==> config.mk <==
export PLATFORM = sky130hd
export DESIGN_NAME = rx_frame_parser
export DESIGN_NICKNAME = d
export VERILOG_FILES = /design/src/rtl/rx_frame_parser.sv
export SDC_FILE = /design/constraint.sdc
export NUM_CORES = 1
export LEC_CHECK = 0
export ABC_AREA = 1
export BUFFER_PORTS_ARGS = -buffer_cell sky130_fd_sc_hd__buf_2
export CAP_MARGIN = 20
export CORE_ASPECT_RATIO = 0.75
export CORE_MARGIN = 8
export CORE_UTILIZATION = 50
export DETAILED_ROUTE_END_ITERATION = 10
export MAX_ROUTING_LAYER = met4
export PLACE_DENSITY_LB_ADDON = 0.08
export REMOVE_ABC_BUFFERS = 1
export SYNTH_ARGS = -nofsm -noshare
export SYNTH_HDL_FRONTEND = slang
export SYNTH_SLANG_ARGS = --single-unit
==> constraint.sdc <==
create_clock -name clk_i -period 3.91 [get_ports clk_i]
set_input_delay 0.5865 -clock clk_i [delete_from_list [all_inputs] [get_ports clk_i]]
set_output_delay 0.5865 -clock clk_i [all_outputs]
set_load 0.005 [all_outputs]
==> src/rtl/rx_frame_parser.sv <==
// rx_frame_parser: recovers framed payloads from a deserializer word stream.
// Frame layout is SOF, LEN, LEN payload words, CHK where CHK is the XOR of LEN
// and every payload word. A frame whose checksum matches is buffered and then
// replayed on a valid/ready output stream. Words arriving while the buffer is
// being drained cannot be parsed (upstream has no backpressure) and are
// counted instead.
module rx_frame_parser #(
    parameter int                    DATA_WIDTH = 8,
    parameter int                    MAX_LEN    = 16,
    parameter logic [DATA_WIDTH-1:0] SOF_WORD   = DATA_WIDTH'(8'hA5)
) (
    input  logic                  clk_i,
    input  logic                  rst_i,
    input  logic [DATA_WIDTH-1:0] data_in_i,
    input  logic                  valid_in_i,
    output logic [DATA_WIDTH-1:0] m_data_o,
    output logic                  m_valid_o,
    input  logic                  m_ready_i,
    output logic                  m_last_o,
    output logic                  frame_ok_o,
    output logic                  frame_err_o,
    output logic [7:0]            drop_cnt_o
);

    localparam int                    IDX_W     = $clog2(MAX_LEN + 1);
    localparam logic [IDX_W-1:0]      ONE_IDX   = IDX_W'(1);
    localparam logic [DATA_WIDTH-1:0] MAX_LEN_W = DATA_WIDTH'(MAX_LEN);
    localparam logic [DATA_WIDTH-1:0] ZERO_W    = DATA_WIDTH'(0);
    localparam logic [7:0]            DROP_MAX  = 8'hFF;

    typedef enum logic [2:0] {
        ST_IDLE    = 3'd0,
        ST_LEN     = 3'd1,
        ST_PAYLOAD = 3'd2,
        ST_CHK     = 3'd3,
        ST_DRAIN   = 3'd4
    } state_t;

    // Running checksum step: the frame check word is a plain XOR fold.
    function automatic logic [DATA_WIDTH-1:0] chk_fold(
        input logic [DATA_WIDTH-1:0] acc,
        input logic [DATA_WIDTH-1:0] word
    );
        return acc ^ word;
    endfunction

    state_t                state_r;
    state_t                state_n_s;
    logic [IDX_W-1:0]      len_r;
    logic [IDX_W-1:0]      wr_idx_r;
    logic [IDX_W-1:0]      rd_idx_r;
    logic [DATA_WIDTH-1:0] chk_r;
    logic [DATA_WIDTH-1:0] buf_r [MAX_LEN];
    logic [DATA_WIDTH-1:0] m_data_r;
    logic                  m_valid_r;
    logic                  m_last_r;
    logic                  frame_ok_r;
    logic                  frame_err_r;
    logic [7:0]            drop_cnt_r;

    logic                  ok_s;
    logic                  err_s;
    logic                  len_load_s;
    logic                  pay_wr_s;
    logic                  drop_s;
    logic                  hs_s;
    logic [IDX_W-1:0]      len_last_s;
    logic [IDX_W-1:0]      rd_next_s;
    logic [DATA_WIDTH-1:0] buf_next_s;

    // Buffer read-ahead: the word that follows the one currently presented.
    always_comb begin
        len_last_s = len_r - ONE_IDX;
        rd_next_s  = rd_idx_r + ONE_IDX;
        buf_next_s = ZERO_W;
        for (int i = 0; i < MAX_LEN; i++) begin
            buf_next_s = (rd_next_s == IDX_W'(i)) ? buf_r[i] : buf_next_s;
        end
    end

    // Parser next-state and per-cycle control strobes.
    always_comb begin
        state_n_s  = state_r;
        ok_s       = 1'b0;
        err_s      = 1'b0;
        len_load_s = 1'b0;
        pay_wr_s   = 1'b0;
        drop_s     = 1'b0;
        hs_s       = 1'b0;
        case (state_r)
            ST_IDLE: begin
                if (valid_in_i && (data_in_i == SOF_WORD)) begin
                    state_n_s = ST_LEN;
                end else begin
                    state_n_s = ST_IDLE;
                end
            end
            ST_LEN: begin
                if (valid_in_i) begin
                    if ((data_in_i == ZERO_W) || (data_in_i > MAX_LEN_W)) begin
                        err_s     = 1'b1;
                        state_n_s = ST_IDLE;
                    end else begin
                        len_load_s = 1'b1;
                        state_n_s  = ST_PAYLOAD;
                    end
                end else begin
                    state_n_s = ST_LEN;
                end
            end
            ST_PAYLOAD: begin
                if (valid_in_i) begin
                    pay_wr_s = 1'b1;
                    if (wr_idx_r == len_last_s) begin
                        state_n_s = ST_CHK;
                    end else begin
                        state_n_s = ST_PAYLOAD;
                    end
                end else begin
                    state_n_s = ST_PAYLOAD;
                end
            end
            ST_CHK: begin
                if (valid_in_i) begin
                    if (data_in_i == chk_r) begin
                        ok_s      = 1'b1;
                        state_n_s = ST_DRAIN;
                    end else begin
                        err_s     = 1'b1;
                        state_n_s = ST_IDLE;
                    end
                end else begin
                    state_n_s = ST_CHK;
                end
            end
            ST_DRAIN: begin
                drop_s = valid_in_i;
                if (m_valid_r && m_ready_i) begin
                    hs_s = 1'b1;
                    if (m_last_r) begin
                        state_n_s = ST_IDLE;
                    end else begin
                        state_n_s = ST_DRAIN;
                    end
                end else begin
                    state_n_s = ST_DRAIN;
                end
            end
            default: begin
                state_n_s = ST_IDLE;
            end
        endcase
    end

    // State register.
    always_ff @(posedge clk_i) begin
        if (rst_i) begin
            state_r <= ST_IDLE;
        end else begin
            state_r <= state_n_s;
        end
    end

    // Frame capture: stored length, write index and running checksum.
    always_ff @(posedge clk_i) begin
        if (rst_i) begin
            len_r    <= '0;
            wr_idx_r <= '0;
            chk_r    <= ZERO_W;
        end else if (len_load_s) begin
            len_r    <= data_in_i[IDX_W-1:0];
            wr_idx_r <= '0;
            chk_r    <= data_in_i;
        end else if (pay_wr_s) begin
            wr_idx_r <= wr_idx_r + ONE_IDX;
            chk_r    <= chk_fold(chk_r, data_in_i);
        end else begin
            len_r    <= len_r;
            wr_idx_r <= wr_idx_r;
            chk_r    <= chk_r;
        end
    end

    // Payload buffer; contents are only meaningful once a frame has checked good.
    always_ff @(posedge clk_i) begin
        for (int i = 0; i < MAX_LEN; i++) begin
            if (pay_wr_s && (wr_idx_r == IDX_W'(i))) begin
                buf_r[i] <= data_in_i;
            end
        end
    end

    // Output stream: load the first word on a good check, advance on handshake.
    always_ff @(posedge clk_i) begin
        if (rst_i) begin
            rd_idx_r  <= '0;
            m_data_r  <= ZERO_W;
            m_valid_r <= 1'b0;
            m_last_r  <= 1'b0;
        end else if (ok_s) begin
            rd_idx_r  <= '0;
            m_data_r  <= buf_r[0];
            m_valid_r <= 1'b1;
            m_last_r  <= (len_r == ONE_IDX);
        end else if (hs_s) begin
            if (m_last_r) begin
                m_valid_r <= 1'b0;
                m_last_r  <= 1'b0;
            end else begin
                rd_idx_r <= rd_next_s;
                m_data_r <= buf_next_s;
                m_last_r <= (rd_next_s == len_last_s);
            end
        end else begin
            rd_idx_r <= rd_idx_r;
        end
    end

    // Status pulses, one cycle after the deciding word, and saturating drop count.
    always_ff @(posedge clk_i) begin
        if (rst_i) begin
            frame_ok_r  <= 1'b0;
            frame_err_r <= 1'b0;
            drop_cnt_r  <= 8'h00;
        end else begin
            frame_ok_r  <= ok_s;
            frame_err_r <= err_s;
            if (drop_s && (drop_cnt_r != DROP_MAX)) begin
                drop_cnt_r <= drop_cnt_r + 8'h01;
            end
        end
    end

    assign m_data_o    = m_data_r;
    assign m_valid_o   = m_valid_r;
    assign m_last_o    = m_last_r;
    assign frame_ok_o  = frame_ok_r;
    assign frame_err_o = frame_err_r;
    assign drop_cnt_o  = drop_cnt_r;

endmodule

==> flow_metrics.py <==
metrics = {
    "cts": {
        "clock_sinks": 174,
        "cts.clk_slew.worst_paths_ns": 0.07,
        "clk_latency_ns": 0.43,
        "postCtsSetupBuffers": 0,
        "cts_tree": "yes",
        "clockBufferDepth": 2,
        "hold_buffers": 0,
        "postCtsResizedCells": 0,
        "htreeDepth": 4,
        "root_buffer": "clkbuf_16",
        "cts-buffers-inserted": 17,
    },
    "yosys": {
        "ys_ff_latch": 174,
        "synth_cell_types": 37,
        "yosysWarnings": 0,
        "synth_area_um2": 7860,
        "avgSynthCellArea_um2": 9.59,
        "synthArstFlopShare_pct": 0,
        "synthCells": 820,
        "synth_edf_count": 128,
        "synth_seq_area_share_pct": 60.6,
        "synth_flop_cell": "edfxtp_1",
    },
    "place": {
        "dpl.hpwl_um": 14100,
        "gp_congestion": 0.947,
        "port_buffers": 31,
    },
    "global_route": {
        "antenna_found_initial": 0,
        "gr-usage-all-layers_pct": 20.2,
        "overflow": 0,
        "first_global_vias": 5633,
        "grt_pass1_wl_um": 30800,
        "grt_max_degree": 26,
    },
    "critical_path": {
        "critPathKind": "reg2reg",
        "reg2regPathDepth": 24,
        "regToRegEndpoint": "m_data_o[2]$_SDFFE_PP0P_",
        "regToRegSetupSlack_ns": 0.66,
        "r2r_start": "rd_idx_r[0]$_SDFFE_PP0P_",
        "crit_path_start_kind": "register",
        "endpoint_kind": "register",
        "cp_max_fo": 12,
        "crit_required_ns": 4.21,
        "worstPathArrival_ns": 3.55,
        "crit_start": "rd_idx_r[0]$_SDFFE_PP0P_",
    },
    "detailed_routing": {
        "drtIter0Drc": 694,
        "vias": 5976,
        "routedWlPerCell_um": 18.3,
        "wl_um": 19800,
        "dr.pass1.iters": 5,
        "ant_nets": 0,
        "drc": 0,
        "viasPerCell": 5.52,
    },
    "finish": {
        "nNetsFinal": 890,
        "mostFrequentLayoutCells": "171 x nand2_1, 128 x edfxtp_1, 99 x nor2_1",
        "layout_commonest_cell": "nand2_1",
        "drive_gt1_share_pct": 12.1,
        "antenna_cells": 0,
        "syn_to_final_growth_pct": 12.7,
    },
    "timing": {
        "whs_ns": 0.444,
        "fin_crit_sh_pct": 83.1,
        "finalSetupViolations": 0,
        "report.final.slew_viol_count": 0,
        "skew_ns": 0.0109,
        "rsz0062_at_grt": "no",
        "finalCriticalPeriod_ns": 3.25,
        "fmax_ghz": 0.308,
        "tightest_slew_ns": 0.854,
        "hold_viol_final": 0,
        "setup_tns_ns": 0,
        "slew-limit-headroom_pct": 42.8,
    },
    "floorplanning": {
        "core_area_um2": 15300,
        "dieArea_um2": 20000,
        "rows": 39,
        "ios": 32,
        "die_x_um": 161,
        "die_h_um": 125,
        "initial_utilization_pct": 51.3,
    },
    "power_and_ir_drop": {
        "peakVddDrop_mv": 0.269,
        "power_density_nw_per_um2": 419,
        "leakage_nw": 3.33,
        "power_frac_comb_pct": 1.9,
        "p_int_mw": 2.89,
        "power.switching_mw": 0.825,
        "p_sw_share_pct": 22.2,
        "clockPowerShare_pct": 44.9,
        "pwr-share-seq_pct": 53.2,
    },
    "job": {
        "maxCapViolCount": 0,
    },
    "outcome": {
        "status": "completed",
    },
    "hold_path": {
        "min_path_type": "in2reg",
        "holdPathStages": 3,
        "min_to": "frame_err_o$_SDFF_PP0_",
        "hp-start": "valid_in_i",
    },
}
## cells in the mapped netlist, types with 9 or more instances
| library cell | instances | area (µm²) |
|---|---|---|
| clkbuf_1 | 12 | 45.0 |
| inv_1 | 71 | 267 |
| nor2_1 | 99 | 372 |
| nand4_1 | 15 | 93.8 |
| nand2_1 | 171 | 642 |
| o21ai_0 | 27 | 135 |
| ha_1 | 13 | 163 |
| xor2_1 | 13 | 114 |
| a21oi_1 | 71 | 355 |
| edfxtp_1 | 128 | 3840 |
| nor3_1 | 9 | 45.0 |
| nand3_1 | 66 | 330 |
| dfxtp_1 | 46 | 921 |
## power groups by stage
stage          Combinational, mW  Clock (mW)  Sequential (mW)
6_report                  0.0705        1.67             1.98
5_1_grt                   0.0761        1.76             1.97
4_1_cts                   0.0701        1.68             1.98
3_5_place_dp              0.0703           0             2.02
3_3_place_gp              0.0692           0             2.02
2_1_floorplan             0.0168           0             2.02
## worst max-delay path, cell delays in order (launching register included)
cell and delay [ns]:
dfxtp_1 0.49, ha_1 0.27, nand3_1 0.11, nand2_2 0.11
nand2_2 0.10, inv_1 0.07, nand2_1 0.12, nor2_2 0.38
inv_1 0.19, nand3_1 0.13, nand2_1 0.07, nand2_1 0.07
nand2_1 0.06, nand3_1 0.10, nand3_1 0.11, nand2_1 0.08
nand3_1 0.11, nand3_1 0.11, nand3_1 0.08, nand2_1 0.08
nand2_1 0.06, nand2_1 0.06, nand2_1 0.05, nand2_1 0.06
a21oi_1 0.06
## layout make-up
type,instances,area [µm²]
fillers,1345,6460
flip-flops and latches,174,4760
multi-input cells,549,2720
clock buffers,17,425
inverters,80,300
well taps,205,256
repair buffers,43,245
clock inverters,15,151
## through the flow
step / cell area (µm²) / std cells / util (%) / total power, mW / setup WS, ns
after floorplan: 7780 / 803 / - / 2.03 / 1.41
after detailed placement: 8280 / 1051 / 54.1 / 2.09 / 0.713
after global placement: 8280 / 1051 / 54.1 / 2.09 / 0.816
final: 8860 / 1083 / 57.8 / 3.71 / 0.660
after CTS: 8860 / 1083 / 57.8 / 3.73 / 0.704
after global routing: 8860 / 1083 / 57.8 / 3.81 / 0.345
## how the worst max path moves through the flow
stage | end | slack (ns) | depth (start not counted)
final | m_data_o[2]$_SDFFE_PP0P_ | 0.66 | 24
after floorplan | m_data_o[4]$_SDFFE_PP0P_ | 1.41 | 22
after global placement | m_data_o[2]$_SDFFE_PP0P_ | 0.82 | 24
after global routing | m_data_o[2]$_SDFFE_PP0P_ | 0.34 | 24
after detailed placement | m_data_o[2]$_SDFFE_PP0P_ | 0.71 | 24
after CTS | m_data_o[2]$_SDFFE_PP0P_ | 0.70 | 24
## layer usage
metal | share of wire, % | GRT usage, % | up-vias
li1 | - | - | 2870
met1 | 51 | 29.2 | 2882
met2 | 43 | 28.5 | 202
met3 | 5.6 | 4.29 | 22
met4 | 1.0 | 4.67 | 0
met5 | 0 | - | -
## state kept, by name, summed over array words and instances (netlist names)
name         count
len_r            5
wr_idx_r         5
m_valid_o        1
frame_ok_o       1
m_data_o         8
chk_r            8
frame_err_o      1
drop_cnt_o       8
buf_r          128
state_r          3
m_last_o         1
rd_idx_r         5
## logic make-up (layout without fill, tap and decap cells)
logic type / count (synthesis) / after routing / synth area share (%)
buf+inv: 97 / 155 / 4.85
fa+ha+maj: 13 / 13 / 2.07
xor+xnor: 18 / 18 / 2.00
compound gates: 117 / 117 / 7.89
flops: 174 / 174 / 60.6
simple gates: 401 / 401 / 22.6
Note: power is estimated with default switching activity, not from simulation.
